$ cat config.mk
export PLATFORM = sky130hd
export DESIGN_NAME = vadd_job_scheduler
export DESIGN_NICKNAME = d
export VERILOG_FILES = /design/src/rtl/vadd_job_scheduler.sv
export SDC_FILE = /design/constraint.sdc
export NUM_CORES = 1
export LEC_CHECK = 0
export CAP_MARGIN = 20
export CORE_ASPECT_RATIO = 0.5
export CORE_MARGIN = 2
export CORE_UTILIZATION = 52
export CTS_BUF_LIST = sky130_fd_sc_hd__clkbuf_16
export DETAILED_ROUTE_END_ITERATION = 16
export PLACE_DENSITY_LB_ADDON = 0.1
export SLEW_MARGIN = 10
export SYNTH_ARGS = -nofsm -noshare
export SYNTH_HDL_FRONTEND = slang
export SYNTH_SLANG_ARGS = --single-unit
$ cat constraint.sdc
create_clock -name aclk -period 8.63 [get_ports aclk]
set_clock_uncertainty 0.05 [all_clocks]
set_input_delay 2.1575 -clock aclk [delete_from_list [all_inputs] [get_ports aclk]]
set_output_delay 2.1575 -clock aclk [all_outputs]
set_load 0.02 [all_outputs]
$ cat src/rtl/vadd_job_scheduler.sv
// -----------------------------------------------------------------------------
// vadd_job_scheduler
//
// Job sequencer in front of the vadd datapath. Host logic pushes job
// descriptors (address offset, byte size, adder constant) into a small FIFO.
// The scheduler issues them to the datapath one at a time:
//   1. pop a descriptor,
//   2. present its config on dp_*,
//   3. pulse dp_ap_start,
//   4. wait for dp_ap_done.
// Every finished job produces a one-cycle done pulse, and a running count of
// completed jobs is kept.
//
// Optional feature macro: VADD_SCHED_TIMEOUT_EN
//   When defined, a watchdog bounds the wait for dp_ap_done to
//   C_TIMEOUT_CYCLES cycles. An expired job completes with an error and sets
//   the sticky timeout_flag. While the flag is set, no new descriptors are
//   accepted. When undefined, the wait is unbounded and timeout_flag is 0.
//
// Ports
//   aclk, areset        clock, synchronous active-high reset
//   s_job_valid/ready   descriptor handshake (accepted when both are high)
//   s_job_addr/size/constant  descriptor payload
//   s_job_id            id that the descriptor offered this cycle will receive
//   dp_ap_start         one-cycle start pulse to the datapath
//   dp_ap_done          datapath completion pulse
//   dp_addr_offset, dp_xfer_size, dp_constant  config held for the datapath
//   done_valid/id/error per-job completion pulse, id and error flag
//   busy                a job is in progress or descriptors are queued
//   jobs_completed      number of done pulses since reset (wraps)
//   timeout_flag        sticky watchdog flag
// -----------------------------------------------------------------------------
module vadd_job_scheduler #(
  parameter int C_M_AXI_ADDR_WIDTH = 64,
  parameter int C_XFER_SIZE_WIDTH  = 32,
  parameter int C_ADDER_BIT_WIDTH  = 32,
  parameter int C_JOB_FIFO_DEPTH   = 4,
  parameter int C_TIMEOUT_CYCLES   = 1048576
) (
  input  logic                          aclk,
  input  logic                          areset,
  input  logic                          s_job_valid,
  output logic                          s_job_ready,
  input  logic [C_M_AXI_ADDR_WIDTH-1:0] s_job_addr,
  input  logic [C_XFER_SIZE_WIDTH-1:0]  s_job_size,
  input  logic [C_ADDER_BIT_WIDTH-1:0]  s_job_constant,
  output logic [7:0]                    s_job_id,
  output logic                          dp_ap_start,
  input  logic                          dp_ap_done,
  output logic [C_M_AXI_ADDR_WIDTH-1:0] dp_addr_offset,
  output logic [C_XFER_SIZE_WIDTH-1:0]  dp_xfer_size,
  output logic [C_ADDER_BIT_WIDTH-1:0]  dp_constant,
  output logic                          done_valid,
  output logic [7:0]                    done_id,
  output logic                          done_error,
  output logic                          busy,
  output logic [31:0]                   jobs_completed,
  output logic                          timeout_flag
);

  localparam int IDX_W = $clog2(C_JOB_FIFO_DEPTH);

  localparam logic [2:0] ST_IDLE  = 3'd0;
  localparam logic [2:0] ST_LOAD  = 3'd1;
  localparam logic [2:0] ST_START = 3'd2;
  localparam logic [2:0] ST_WAIT  = 3'd3;
  localparam logic [2:0] ST_DONE  = 3'd4;

  logic [C_M_AXI_ADDR_WIDTH-1:0] addr_mem  [C_JOB_FIFO_DEPTH];
  logic [C_XFER_SIZE_WIDTH-1:0]  size_mem  [C_JOB_FIFO_DEPTH];
  logic [C_ADDER_BIT_WIDTH-1:0]  const_mem [C_JOB_FIFO_DEPTH];
  logic [7:0]                    id_mem    [C_JOB_FIFO_DEPTH];

  // Pointers carry one extra wrap bit so full and empty can be told apart.
  logic [IDX_W:0]   wr_ptr;
  logic [IDX_W:0]   rd_ptr;
  logic             full;
  logic             empty;
  logic             push;
  logic             pop;
  logic [2:0]       state;
  logic [IDX_W-1:0] load_idx;
  logic [7:0]       next_id;
  logic [7:0]       cur_id;
  logic             cur_err;
  logic [31:0]      done_count;

`ifdef VADD_SCHED_TIMEOUT_EN
  localparam int TO_W = $clog2(C_TIMEOUT_CYCLES) + 1;
  logic [TO_W-1:0] wait_cnt;
  logic            timeout_q;
  assign timeout_flag = timeout_q;
`else
  assign timeout_flag = 1'b0;
`endif

  assign empty = (wr_ptr == rd_ptr);
  assign full  = (wr_ptr[IDX_W] != rd_ptr[IDX_W]) &&
                 (wr_ptr[IDX_W-1:0] == rd_ptr[IDX_W-1:0]);

  // Ready is masked during reset so that every output reads 0 while
  // areset is held. Readiness depends only on the pre-pop fill level, so a
  // full FIFO refuses a push even in a cycle where it pops.
  assign s_job_ready = !full && !timeout_flag && !areset;
  assign push        = s_job_valid && s_job_ready;
  assign pop         = (state == ST_IDLE) && !empty;

  assign s_job_id       = next_id;
  assign dp_ap_start    = (state == ST_START);
  assign done_valid     = (state == ST_DONE);
  assign done_id        = cur_id;
  assign done_error     = cur_err;
  assign busy           = (state != ST_IDLE) || !empty;
  assign jobs_completed = done_count;

  // Descriptor storage. The id travels with the descriptor.
  always_ff @(posedge aclk) begin
    if (push) begin
      addr_mem[wr_ptr[IDX_W-1:0]]  <= s_job_addr;
      size_mem[wr_ptr[IDX_W-1:0]]  <= s_job_size;
      const_mem[wr_ptr[IDX_W-1:0]] <= s_job_constant;
      id_mem[wr_ptr[IDX_W-1:0]]    <= next_id;
    end
  end

  always_ff @(posedge aclk) begin
    if (areset) begin
      wr_ptr  <= '0;
      rd_ptr  <= '0;
      next_id <= 8'd0;
    end else begin
      if (push) begin
        wr_ptr  <= wr_ptr + 1'b1;
        next_id <= next_id + 8'd1;
      end
      if (pop) begin
        rd_ptr <= rd_ptr + 1'b1;
      end
    end
  end

  // The popped slot index is remembered so LOAD can read the entry one cycle
  // later. A push landing in that freed slot on the LOAD edge is harmless,
  // because LOAD samples the old contents.
  always_ff @(posedge aclk) begin
    if (areset) begin
      state          <= ST_IDLE;
      load_idx       <= '0;
      dp_addr_offset <= '0;
      dp_xfer_size   <= '0;
      dp_constant    <= '0;
      cur_id         <= 8'd0;
      cur_err        <= 1'b0;
      done_count     <= 32'd0;
`ifdef VADD_SCHED_TIMEOUT_EN
      wait_cnt       <= '0;
      timeout_q      <= 1'b0;
`endif
    end else begin
      case (state)
        ST_IDLE: begin
          if (!empty) begin
            load_idx <= rd_ptr[IDX_W-1:0];
            state    <= ST_LOAD;
          end
        end
        ST_LOAD: begin
          dp_addr_offset <= addr_mem[load_idx];
          dp_xfer_size   <= size_mem[load_idx];
          dp_constant    <= const_mem[load_idx];
          cur_id         <= id_mem[load_idx];
          if (size_mem[load_idx] == '0) begin
            cur_err    <= 1'b1;
            done_count <= done_count + 32'd1;
            state      <= ST_DONE;
          end else begin
            cur_err <= 1'b0;
            state   <= ST_START;
          end
        end
        ST_START: begin
          // A done arriving in this cycle is deliberately ignored.
`ifdef VADD_SCHED_TIMEOUT_EN
          wait_cnt <= '0;
`endif
          state <= ST_WAIT;
        end
        ST_WAIT: begin
          if (dp_ap_done) begin
            done_count <= done_count + 32'd1;
            state      <= ST_DONE;
`ifdef VADD_SCHED_TIMEOUT_EN
          end else if (wait_cnt == TO_W'(C_TIMEOUT_CYCLES - 1)) begin
            cur_err    <= 1'b1;
            timeout_q  <= 1'b1;
            done_count <= done_count + 32'd1;
            state      <= ST_DONE;
          end else begin
            wait_cnt <= wait_cnt + 1'b1;
`endif
          end
        end
        ST_DONE: begin
          state <= ST_IDLE;
        end
        default: begin
          state <= ST_IDLE;
        end
      endcase
    end
  end

endmodule

==> out/metrics.yaml <==
global_routing:
  overflow: 0
  grt_max_degree: 85
  antenna_found_initial: 1
  first_global_vias: 15200
  grt.total_usage: 0.219
  grt_pass1_wl_um: 88900
place:
  dp_hpwl_um: 34800
  place_ws_ns: 2.98
  numPortBuffers: 312
  gp_congestion: 0.772
power:
  switching_share: 0.263
  seqPwrFrac: 0.503
  powerDensity_nw_per_um2: 254
  ir_worst_vdd_mv: 0.163
  p_leak_nw: 10.3
  power_switching_mw: 2.18
  intPower_mw: 6.12
  combPwrFrac: 0.176
  pwr-share-clk: 0.321
routing:
  num_vias: 14800
  ant_nets: 0
  wl_um: 58600
  drt_iter0_markers: 1095
  firstDrtPassIters: 5
  avgRoutedWirePerCell_um: 22.1
  via_per_inst: 5.58
  drc_errors: 0
floorplanning:
  pin_count: 314
  initial_core_util: 0.531
  die_w_um: 326
  dieArea_um2: 53700
  core_region_area_um2: 50700
  die_y_um: 165
  rows: 58
layout:
  n_fill_cell: 3627
  nNetsFinal: 2049
  multi_input_area_um2: 6330
  syn2layout_area_growth_pct: 21.3
  drive_gt1_frac: 0.134
  seq_area_um2: 20100
critical_path:
  crit_required_ns: 6.42
  critPathMaxFanout: 42
  critical_path_class: "in2out"
  cp-start-kind: "input port"
  worst-endpoint-arrival_ns: 3.17
  end_kind: "output pin"
timing:
  setup_viol: 0
  slew_headroom: 0.274
  setup_ws_ns: 3.26
  tightest_slew_ns: 1.08
  fmax_mhz: 186
  final_hold_viol_count: 0
  slew_violations: 0
  rsz0062_at_grt: "no"
  fin_setup_tns_ns: 0
  final.period_utilization: 0.623
  min_period_ns: 5.37
yosys:
  syn-num-nets: 1755
  netlist_instances: 1616
  synthArstFlopShare: 0
  avgSynthCellArea_um2: 16.6
  yosysTopAreaCell: "edfxtp_1"
  synth.area.top_cells: "edfxtp_1 61%, dfxtp_1 14%, mux4_2 11%"
  synth_top_flop_cell: "edfxtp_1"
  synth_edf_count: 544
  ys_types: 47
  synth_common_cells: "544 x edfxtp_1, 291 x nand2_1, 190 x dfxtp_1"
  syn_area_um2: 26900
  seq_area_frac_synth: 0.749
  ys_ff_latch: 734
  ys.warnings.count: 0
  yosysMostFrequentCell: "edfxtp_1"
  yosys.area.top_type_share: 0.607
clock_network:
  cts_buffers: 60
  clk_pin_slew_ns: 0.06
  post_cts_resized: 0
  clockRootBuffer: "clkbuf_16"
  clkLatencyLatePin_ns: 0.62
  max-clock-path-buffers: 3
  cts.hold.buffers_added: 0
  cts_tree: "yes"
  htreeDepth: 2
  post_cts_buffers: 0
  cts_sinks: 734
run_status:
  status: "completed"
run:
  max-cap-violations: 0
worst_hold_path:
  hp-class: "reg2reg"
-- power by group through the flow --
stage | combinational [mW] | sequential [mW] | clock [mW]
after floorplan | 0.706 | 4.39 | 0
after detailed placement | 1.47 | 4.26 | 0
after global routing | 1.57 | 4.21 | 2.86
after global placement | 1.45 | 4.25 | 0
final | 1.46 | 4.18 | 2.66
after CTS | 1.48 | 4.18 | 2.72
-- cell usage in the layout (no fill, tap or decap), types with 4 or more instances in the layout --
| master | count |
|---|---|
| edfxtp_1 | 544 |
| clkdlybuf4s50_1 | 311 |
| nand2_1 | 291 |
| dfxtp_1 | 187 |
| a21oi_1 | 160 |
| mux4_2 | 136 |
| clkbuf_16 | 61 |
| inv_1 | 27 |
| nor2_1 | 21 |
| nand3_1 | 17 |
| o21ai_0 | 16 |
| clkinv_1 | 15 |
| or3_1 | 14 |
| buf_4 | 11 |
| clkinv_2 | 10 |
| xor2_1 | 8 |
| o31ai_1 | 8 |
| nor4_2 | 8 |
| or4_1 | 8 |
| xnor2_1 | 7 |
| nand4_1 | 7 |
| ha_1 | 7 |
| and4_1 | 6 |
| bufinv_16 | 6 |
| and3_1 | 5 |
| nor3b_1 | 4 |
| and2_4 | 4 |
| nor2b_1 | 4 |
| or2_2 | 4 |
| o311ai_0 | 4 |
| o41ai_1 | 4 |
| buf_12 | 4 |
-- critical path, cell delays in order --
cell and delay (ns):
buf_6 0.31, nor2_1 0.10, clkdlybuf4s50_1 0.55
-- kinds of logic after synthesis --
family                   share of synthesized area
buffers and inverters                       0.0163
flip-flops                                   0.749
multiplexers                                 0.117
other                                     0.000139
adder cells (fa/ha/maj)                    0.00326
XOR/XNOR                                   0.00489
AO/OA/AOI/OAI                               0.0397
AND/OR/NAND/NOR                             0.0702
-- layout make-up --
cell class                      instances  area share
Clock inverter                         53      0.0117
Multi-Input combinational cell        777       0.194
Tap cell                              690      0.0265
Sequential cell                       734       0.617
Timing Repair Buffer                  329       0.102
Inverter                                8    0.000920
Antenna cell                            2    0.000153
Clock buffer                           61      0.0468
-- stage by stage --
step,hold WS (ns),cell area [µm²],util,power (mW),instances
after global placement,0.391,30700,0.605,5.70,2536
after floorplan,0.450,26900,-,5.10,1616
after CTS,0.404,32600,0.643,8.38,2650
after global routing,0.421,32600,0.644,8.64,2652
after detailed placement,0.395,30700,0.605,5.73,2536
final,0.400,32600,0.644,8.30,2654
-- sequential cells by signal, indices dropped and copies added, names as in the netlist, 2 cells and up, named ones only --
signal	cells
wr_ptr	3
dp_xfer_size	32
state	3
dp_addr_offset	64
addr_mem	256
s_job_id	8
load_idx	2
rd_ptr	3
dp_constant	32
size_mem	128
id_mem	32
const_mem	128
done_id	8
jobs_completed	32
-- path summary, 6_finish.rpt --
path,cells after the start,startpoint,to,slack [ns]
max reg2reg,8,register,jobs_completed[30],5.06
max,3,areset,s_job_ready,3.26
min,2,dp_addr_offset[63],dp_addr_offset[63],0.40
min reg2reg,2,dp_addr_offset[63],dp_addr_offset[63],0.40
-- per-layer routing --
| layer | share of wire | global-route usage | vias up | wire length [µm] |
|---|---|---|---|---|
| li1 | - | - | 6757 | - |
| met1 | 0.40 | 0.274 | 7663 | 23500 |
| met2 | 0.54 | 0.405 | 317 | 31700 |
| met3 | 0.044 | 0.0359 | 58 | 2550 |
| met4 | 0.013 | 0.0444 | 2 | 781 |
| met5 | 0.00020 | 0 | - | 12 |
Power figures use the tool's default switching activity.
